--- src/rtl/pwm_deadtime_inserter_if.sv ---
// Control and gate-drive bundle between the PWM source and the dead-time inserter.
interface pwm_deadtime_inserter_if #(
    parameter int DT_WIDTH = 8
);
    logic                enable;
    logic                pwm_in;
    logic [DT_WIDTH-1:0] dead_time;
    logic                fault;
    logic                fault_clr;
    logic                pwm_hi;
    logic                pwm_lo;
    logic                in_deadband;
    logic                fault_latched;

    modport master (
        output enable, pwm_in, dead_time, fault, fault_clr,
        input  pwm_hi, pwm_lo, in_deadband, fault_latched
    );

    modport slave (
        input  enable, pwm_in, dead_time, fault, fault_clr,
        output pwm_hi, pwm_lo, in_deadband, fault_latched
    );
endinterface

--- src/rtl/pwm_deadtime_inserter.sv ---
// Turns a single-ended PWM into a complementary gate pair with a programmable
// dead band on every edge and a sticky fault shutdown.
module pwm_deadtime_inserter #(
    parameter int DT_WIDTH = 8
) (
    input  logic                      clk,
    input  logic                      rst_n,
    pwm_deadtime_inserter_if.slave    bus
);
    typedef enum logic [2:0] {
        IDLE       = 3'd0,
        DEAD_TO_HI = 3'd1,
        HI_ON      = 3'd2,
        DEAD_TO_LO = 3'd3,
        LO_ON      = 3'd4,
        FAULT      = 3'd5
    } state_t;

    state_t              state_q, state_d;
    logic [DT_WIDTH-1:0] cnt_q, cnt_d;
    logic [DT_WIDTH-1:0] dt_q, dt_d;
    logic                pwm_hi_q, pwm_hi_d;
    logic                pwm_lo_q, pwm_lo_d;
    logic                in_deadband_q, in_deadband_d;
    logic                fault_latched_q, fault_latched_d;
    logic                band_done;
    logic                band_entry;
    logic                dead_next;

    // dt_q is always >= 1 once a band is entered, so dt_q-1 never underflows there
    assign band_done = (cnt_q == (dt_q - DT_WIDTH'(1)));

    always_ff @(posedge clk or negedge rst_n) begin
        if (!rst_n) begin
            state_q         <= IDLE;
            cnt_q           <= '0;
            dt_q            <= '0;
            pwm_hi_q        <= 1'b0;
            pwm_lo_q        <= 1'b0;
            in_deadband_q   <= 1'b0;
            fault_latched_q <= 1'b0;
        end else begin
            state_q         <= state_d;
            cnt_q           <= cnt_d;
            dt_q            <= dt_d;
            pwm_hi_q        <= pwm_hi_d;
            pwm_lo_q        <= pwm_lo_d;
            in_deadband_q   <= in_deadband_d;
            fault_latched_q <= fault_latched_d;
        end
    end

    always_comb begin
        state_d = state_q;
        if (bus.fault) begin
            state_d = FAULT;
        end else if (state_q == FAULT) begin
            if (bus.fault_clr) state_d = IDLE;
        end else if (!bus.enable) begin
            state_d = IDLE;
        end else begin
            case (state_q)
                IDLE:       state_d = bus.pwm_in ? DEAD_TO_HI : DEAD_TO_LO;
                // A reversal inside a band hands straight back to the gate that was on.
                DEAD_TO_HI: begin
                    if (!bus.pwm_in)    state_d = LO_ON;
                    else if (band_done) state_d = HI_ON;
                end
                HI_ON:      if (!bus.pwm_in) state_d = DEAD_TO_LO;
                DEAD_TO_LO: begin
                    if (bus.pwm_in)     state_d = HI_ON;
                    else if (band_done) state_d = LO_ON;
                end
                LO_ON:      if (bus.pwm_in) state_d = DEAD_TO_HI;
                default:    state_d = IDLE;
            endcase
        end
    end

    always_comb begin
        dead_next  = (state_d == DEAD_TO_HI) || (state_d == DEAD_TO_LO);
        band_entry = dead_next && (state_d != state_q);
        dt_d       = dt_q;
        cnt_d      = '0;
        if (band_entry) begin
            dt_d = (bus.dead_time == '0) ? DT_WIDTH'(1) : bus.dead_time;
        end else if (dead_next) begin
            cnt_d = (cnt_q == '1) ? cnt_q : cnt_q + DT_WIDTH'(1);
        end
    end

    always_comb begin
        pwm_hi_d        = (state_d == HI_ON);
        pwm_lo_d        = (state_d == LO_ON);
        in_deadband_d   = (state_d == DEAD_TO_HI) || (state_d == DEAD_TO_LO);
        fault_latched_d = (state_d == FAULT);
    end

    assign bus.pwm_hi        = pwm_hi_q;
    assign bus.pwm_lo        = pwm_lo_q;
    assign bus.in_deadband   = in_deadband_q;
    assign bus.fault_latched = fault_latched_q;
endmodule

--- src/flat_wrapper.sv ---
// flat-port wrapper written by rule: the top's interface ports become plain ports
module pwm_deadtime_inserter_flat 
#(
    parameter int DT_WIDTH = 8
)
  (clk, rst_n, bus_enable, bus_pwm_in, bus_dead_time, bus_fault, bus_fault_clr, bus_pwm_hi, bus_pwm_lo, bus_in_deadband, bus_fault_latched);
  pwm_deadtime_inserter_if #(.DT_WIDTH(DT_WIDTH)) bus_i ();
  input  logic clk;
  input  logic rst_n;
  input wire logic [$bits(bus_i.enable)-1:0] bus_enable;
  input wire logic [$bits(bus_i.pwm_in)-1:0] bus_pwm_in;
  input wire logic [$bits(bus_i.dead_time)-1:0] bus_dead_time;
  input wire logic [$bits(bus_i.fault)-1:0] bus_fault;
  input wire logic [$bits(bus_i.fault_clr)-1:0] bus_fault_clr;
  output wire logic [$bits(bus_i.pwm_hi)-1:0] bus_pwm_hi;
  output wire logic [$bits(bus_i.pwm_lo)-1:0] bus_pwm_lo;
  output wire logic [$bits(bus_i.in_deadband)-1:0] bus_in_deadband;
  output wire logic [$bits(bus_i.fault_latched)-1:0] bus_fault_latched;
  assign bus_i.enable = bus_enable;
  assign bus_i.pwm_in = bus_pwm_in;
  assign bus_i.dead_time = bus_dead_time;
  assign bus_i.fault = bus_fault;
  assign bus_i.fault_clr = bus_fault_clr;
  assign bus_pwm_hi = bus_i.pwm_hi;
  assign bus_pwm_lo = bus_i.pwm_lo;
  assign bus_in_deadband = bus_i.in_deadband;
  assign bus_fault_latched = bus_i.fault_latched;
  pwm_deadtime_inserter #(.DT_WIDTH(DT_WIDTH)) u_core (.clk(clk), .rst_n(rst_n), .bus(bus_i));
endmodule
--- config.mk ---
export PLATFORM = sky130hd
export DESIGN_NAME = pwm_deadtime_inserter_flat
export DESIGN_NICKNAME = d
export VERILOG_FILES = /design/src/rtl/pwm_deadtime_inserter_if.sv /design/src/rtl/pwm_deadtime_inserter.sv /design/src/flat_wrapper.sv
export SDC_FILE = /design/constraint.sdc
export NUM_CORES = 1
export LEC_CHECK = 0
export BUFFER_PORTS_ARGS = -buffer_cell sky130_fd_sc_hd__buf_4
export CAP_MARGIN = 20
export CORE_MARGIN = 3
export CORE_UTILIZATION = 57
export DETAILED_ROUTE_END_ITERATION = 16
export PLACE_DENSITY = 0.77
export SLEW_MARGIN = 5
export SYNTH_ARGS = -nofsm -noshare
export SYNTH_HDL_FRONTEND = slang
export SYNTH_SLANG_ARGS = --single-unit
--- constraint.sdc ---
create_clock -name clk -period 4.1 [get_ports clk]
set_input_delay 0.82 -clock clk [delete_from_list [all_inputs] [get_ports clk]]
set_output_delay 0.82 -clock clk [all_outputs]
set_load 0.02 [all_outputs]
==> summary.txt <==
Synth Flop Type -> dfrtp_1
Worst path depth -> 9
DR vias/cell -> 6.11
CTS tree -> yes
# DRC -> 0
CP Launch Type -> flip-flop
first-pass GRT wire length -> 5.42 mm
Critical Path Source -> u_core.dt_q[0]$_DFFE_PN0P_
worst-skew pair later-pin latency -> 0.32 ns
EDFF count, synth -> 0
CP Capture Type -> flip-flop
# clock sinks -> 23
crit-path max FO -> 8
post-synthesis compound-gate area fraction -> 12.3%
Worst Hold Class -> in -> async
combinational share of power -> 43.7%
Root Buffer -> clkbuf_4
Die W -> 56.3 um
largest net degree at the start of global routing -> 24
max_cap viols -> 0
Reg2Reg Setup Slack -> 0.64 ns
CP peak stage delay -> 0.84 ns
final-stage net count -> 181
P_leak -> 0.676 nW
share of layout cells above drive strength 1 -> 19.5%
CTS Buf Count -> 3
multiplexer share of the synthesized area -> 9.38%
antenna violations before repair -> 0
Area contributors post-synth -> dfrtp_1, mux2_4, xnor2_1
max-slew violations -> 0
Placement Setup Slack -> 0.684 ns
RD Place Congestion -> 0.883
via count of the routed design -> 1,174
fin worst setup slack -> 0.637 ns
period utilization -> 84.5%
Core ar. -> 2300 um^2
IO Pins -> 18
Routed WL -> 3.09 mm
Cell Chain, Critical Path -> inv_1, ha_1, nor2b_1, or3_1, a31o_1, nor4b_4, a41oi_2, a2111oi_4, mux2_4
final setup fails -> 0
CTS Buffer Depth -> 2
Psw -> 0.310 mW
ys async rst share -> 100%
Arr. time, crit path -> 3.67 ns
Int Pwr -> 0.479 mW
Worst Path Required -> 4.31 ns
DR WL/cell -> 16.1 um
final hold vios -> 0
Yosys Warn Count -> 0
post-CTS sizing -> 0
power density cells -> 490 nW/um^2
Clock Skews -> 0.00704 ns
f_max -> 289 MHz
CP delay by family, top -> compound AO/OA/AOI/OAI gates
XOR/XNOR Fraction of Synth Area -> 8.51%
Std-Cell Rows -> 17
Initial Utilization -> 62.7%
hpwl dp -> 2.37 mm
Mapped Avg Cell Area -> 9.80 um^2
Worst Path Buf+Inv -> 1
sw frac -> 39.3%
worst r2r src -> u_core.dt_q[0]$_DFFE_PN0P_
iteration count of the initial detailed-routing pass -> 4
clock power share -> 13.7%
min Tclk post-route -> 3.46 ns
Die ar. -> 3170 um^2
adder-cell share of the synthesized area -> 1.74%
All-Layer GR Usage -> 21.5%
Post-Synthesis Cells -> 147
Hold-fix buffers, CTS -> 0
sequential share of the synthesized area -> 40.0%
Setup CP Type -> reg -> reg
Syn Nets -> 163
area delta synth->final -> 11.8%
largest family of logic cells by synthesized area -> simple AND/OR/NAND/NOR gates
cell taking the most area after synthesis -> dfrtp_1
RSZ-0062 raised after global routing -> no
Slew Limit Headroom -> 44.2%
worst-margin pin slew -> 0.837 ns
Flop pwr share -> 42.6%
Synth top area share -> 40.0%
peak supply drop -> 0.000417 V
Die H -> 56.3 um
Setup TNS -> 0 ns
remaining global-route overflow -> 0
IO Port Bufs -> 17
Worst Reg-to-Reg Cells -> 9
Netlist Area Pre-Place -> 1440 um^2
CP max stage cell -> a2111oi_4
Yosys cell types -> 37
Critical R2R Capture -> u_core.dt_q[6]$_DFFE_PN0P_
FF+latch count, synth -> 23
Iter 0 DRT Violations -> 31
post-CTS setup buffers -> 0
Post-Synth Simple-Gate Area -> 25.2%
vias in the first global route -> 1,211
worst setup path end -> u_core.dt_q[6]$_DFFE_PN0P_
antenna diode count -> 0
ANT nets after route -> 0
H-tree Lvls -> 1
Reg clk slew, reported paths -> 0.13 ns
run status -> finished clean
==> through the flow <==
step                cells  utilization, %  hold slack [ns]  power (mW)  area, um^2
finish                192            70.1            0.368       0.790        1610
CTS                   192            70.1            0.367       0.792        1610
global placement      188            68.8            0.531       0.670        1580
global route          192            70.1            0.374       0.849        1610
floorplan             147               -            0.502       0.611        1440
detailed placement    188            68.8            0.524       0.680        1580
==> layer usage <==
layer  part of all wire (%)  track usage, %  vias up  wire length, um
li1                       -               -      561                -
met1                     44            26.8      575             1360
met2                     50            36.6       32             1550
met3                    4.5            5.98        6              140
met4                    1.2            5.76        0               38
met5                      0               0        -                0
==> worst min-delay path by stage <==
| stage | cells after the start | endpoint | startpoint |
|---|---|---|---|
| finish | 1 | u_core.state_q[1]$_DFF_PN0_ | rst_n |
| global route | 1 | u_core.state_q[1]$_DFF_PN0_ | rst_n |
| CTS | 1 | u_core.state_q[1]$_DFF_PN0_ | rst_n |
| detailed placement | 1 | u_core.dt_q[7]$_DFFE_PN0P_ | u_core.dt_q[7]$_DFFE_PN0P_ |
| global placement | 1 | u_core.dt_q[7]$_DFFE_PN0P_ | u_core.dt_q[7]$_DFFE_PN0P_ |
| floorplan | 1 | u_core.dt_q[7]$_DFFE_PN0P_ | u_core.dt_q[7]$_DFFE_PN0P_ |
==> power by group through the flow <==
stage,registers (mW),clock network [mW],logic [mW]
floorplan,0.321,0,0.289
global placement,0.338,0,0.331
detailed placement,0.338,0,0.341
CTS,0.335,0.112,0.344
global route,0.345,0.122,0.383
finish,0.337,0.108,0.345
==> cell usage after synthesis, types with 4 or more instances <==
master,n
dfrtp_1,23
nor2_1,14
xnor2_1,11
nand2_1,9
nor3_1,9
nand3_1,8
mux2_4,7
nor4_1,6
a21oi_1,5
inv_1,5
nor2b_1,5
o21ai_0,4
==> registers in the layout (all words and copies together), names as in the netlist <==
signal and cells:
u_core.dt_q 8, u_core.cnt_q 8, u_core.bus.in_deadband 1, u_core.bus.pwm_lo 1
u_core.state_q 3, u_core.bus.pwm_hi 1, u_core.bus.fault_latched 1
==> cell type report <==
class                   count  area, um^2
fillers                   186         687
inverters                   5        18.8
repair buffers             17         128
multi-input cells         115         823
clock buffers               3        22.5
flip-flops and latches     23         576
clock inverters             1        7.51
well taps                  28        35.0
==> cell usage in the layout, fill, tap and decap left out, types with 2 or more instances in the layout <==
cell      synthesis  routed
nor3_1            9       9
nor2_1           14      14
ha_1              2       2
mux2_4            7       7
a21o_1            2       2
a211oi_1          2       2
inv_1             5       5
o21ai_0           4       4
clkbuf_4          0       3
a21oi_1           5       5
nor4_1            6       6
nand4_1           2       2
dfrtp_1          23      23
o21bai_1          3       3
buf_4             0      17
a31oi_1           3       3
nor2b_1           5       5
xor2_1            3       3
mux2i_1           3       3
nand2_1           9       9
nand2b_1          3       3
xnor2_1          11      11
nand3_1           8       8
==> kinds of logic after synthesis <==
| kind of cell | after synthesis |
|---|---|
| muxes | 10 |
| buffers and inverters | 9 |
| and+or+nand+nor | 66 |
| AOI/OAI and AO/OA | 23 |
| adders and majority gates | 2 |
| xor gates and xnor gates | 14 |
| DFF | 23 |
==> worst reg2reg max path, cell delays in order (launching register included) <==
cell and delay (ns):
dfrtp_1 0.44, inv_1 0.08, ha_1 0.30, nor2b_1 0.17, or3_1 0.34, a31o_1 0.26, nor4b_4 0.34, a41oi_2 0.22
a2111oi_4 0.84, mux2_4 0.37
Note: power is estimated with default switching activity, not from simulation.
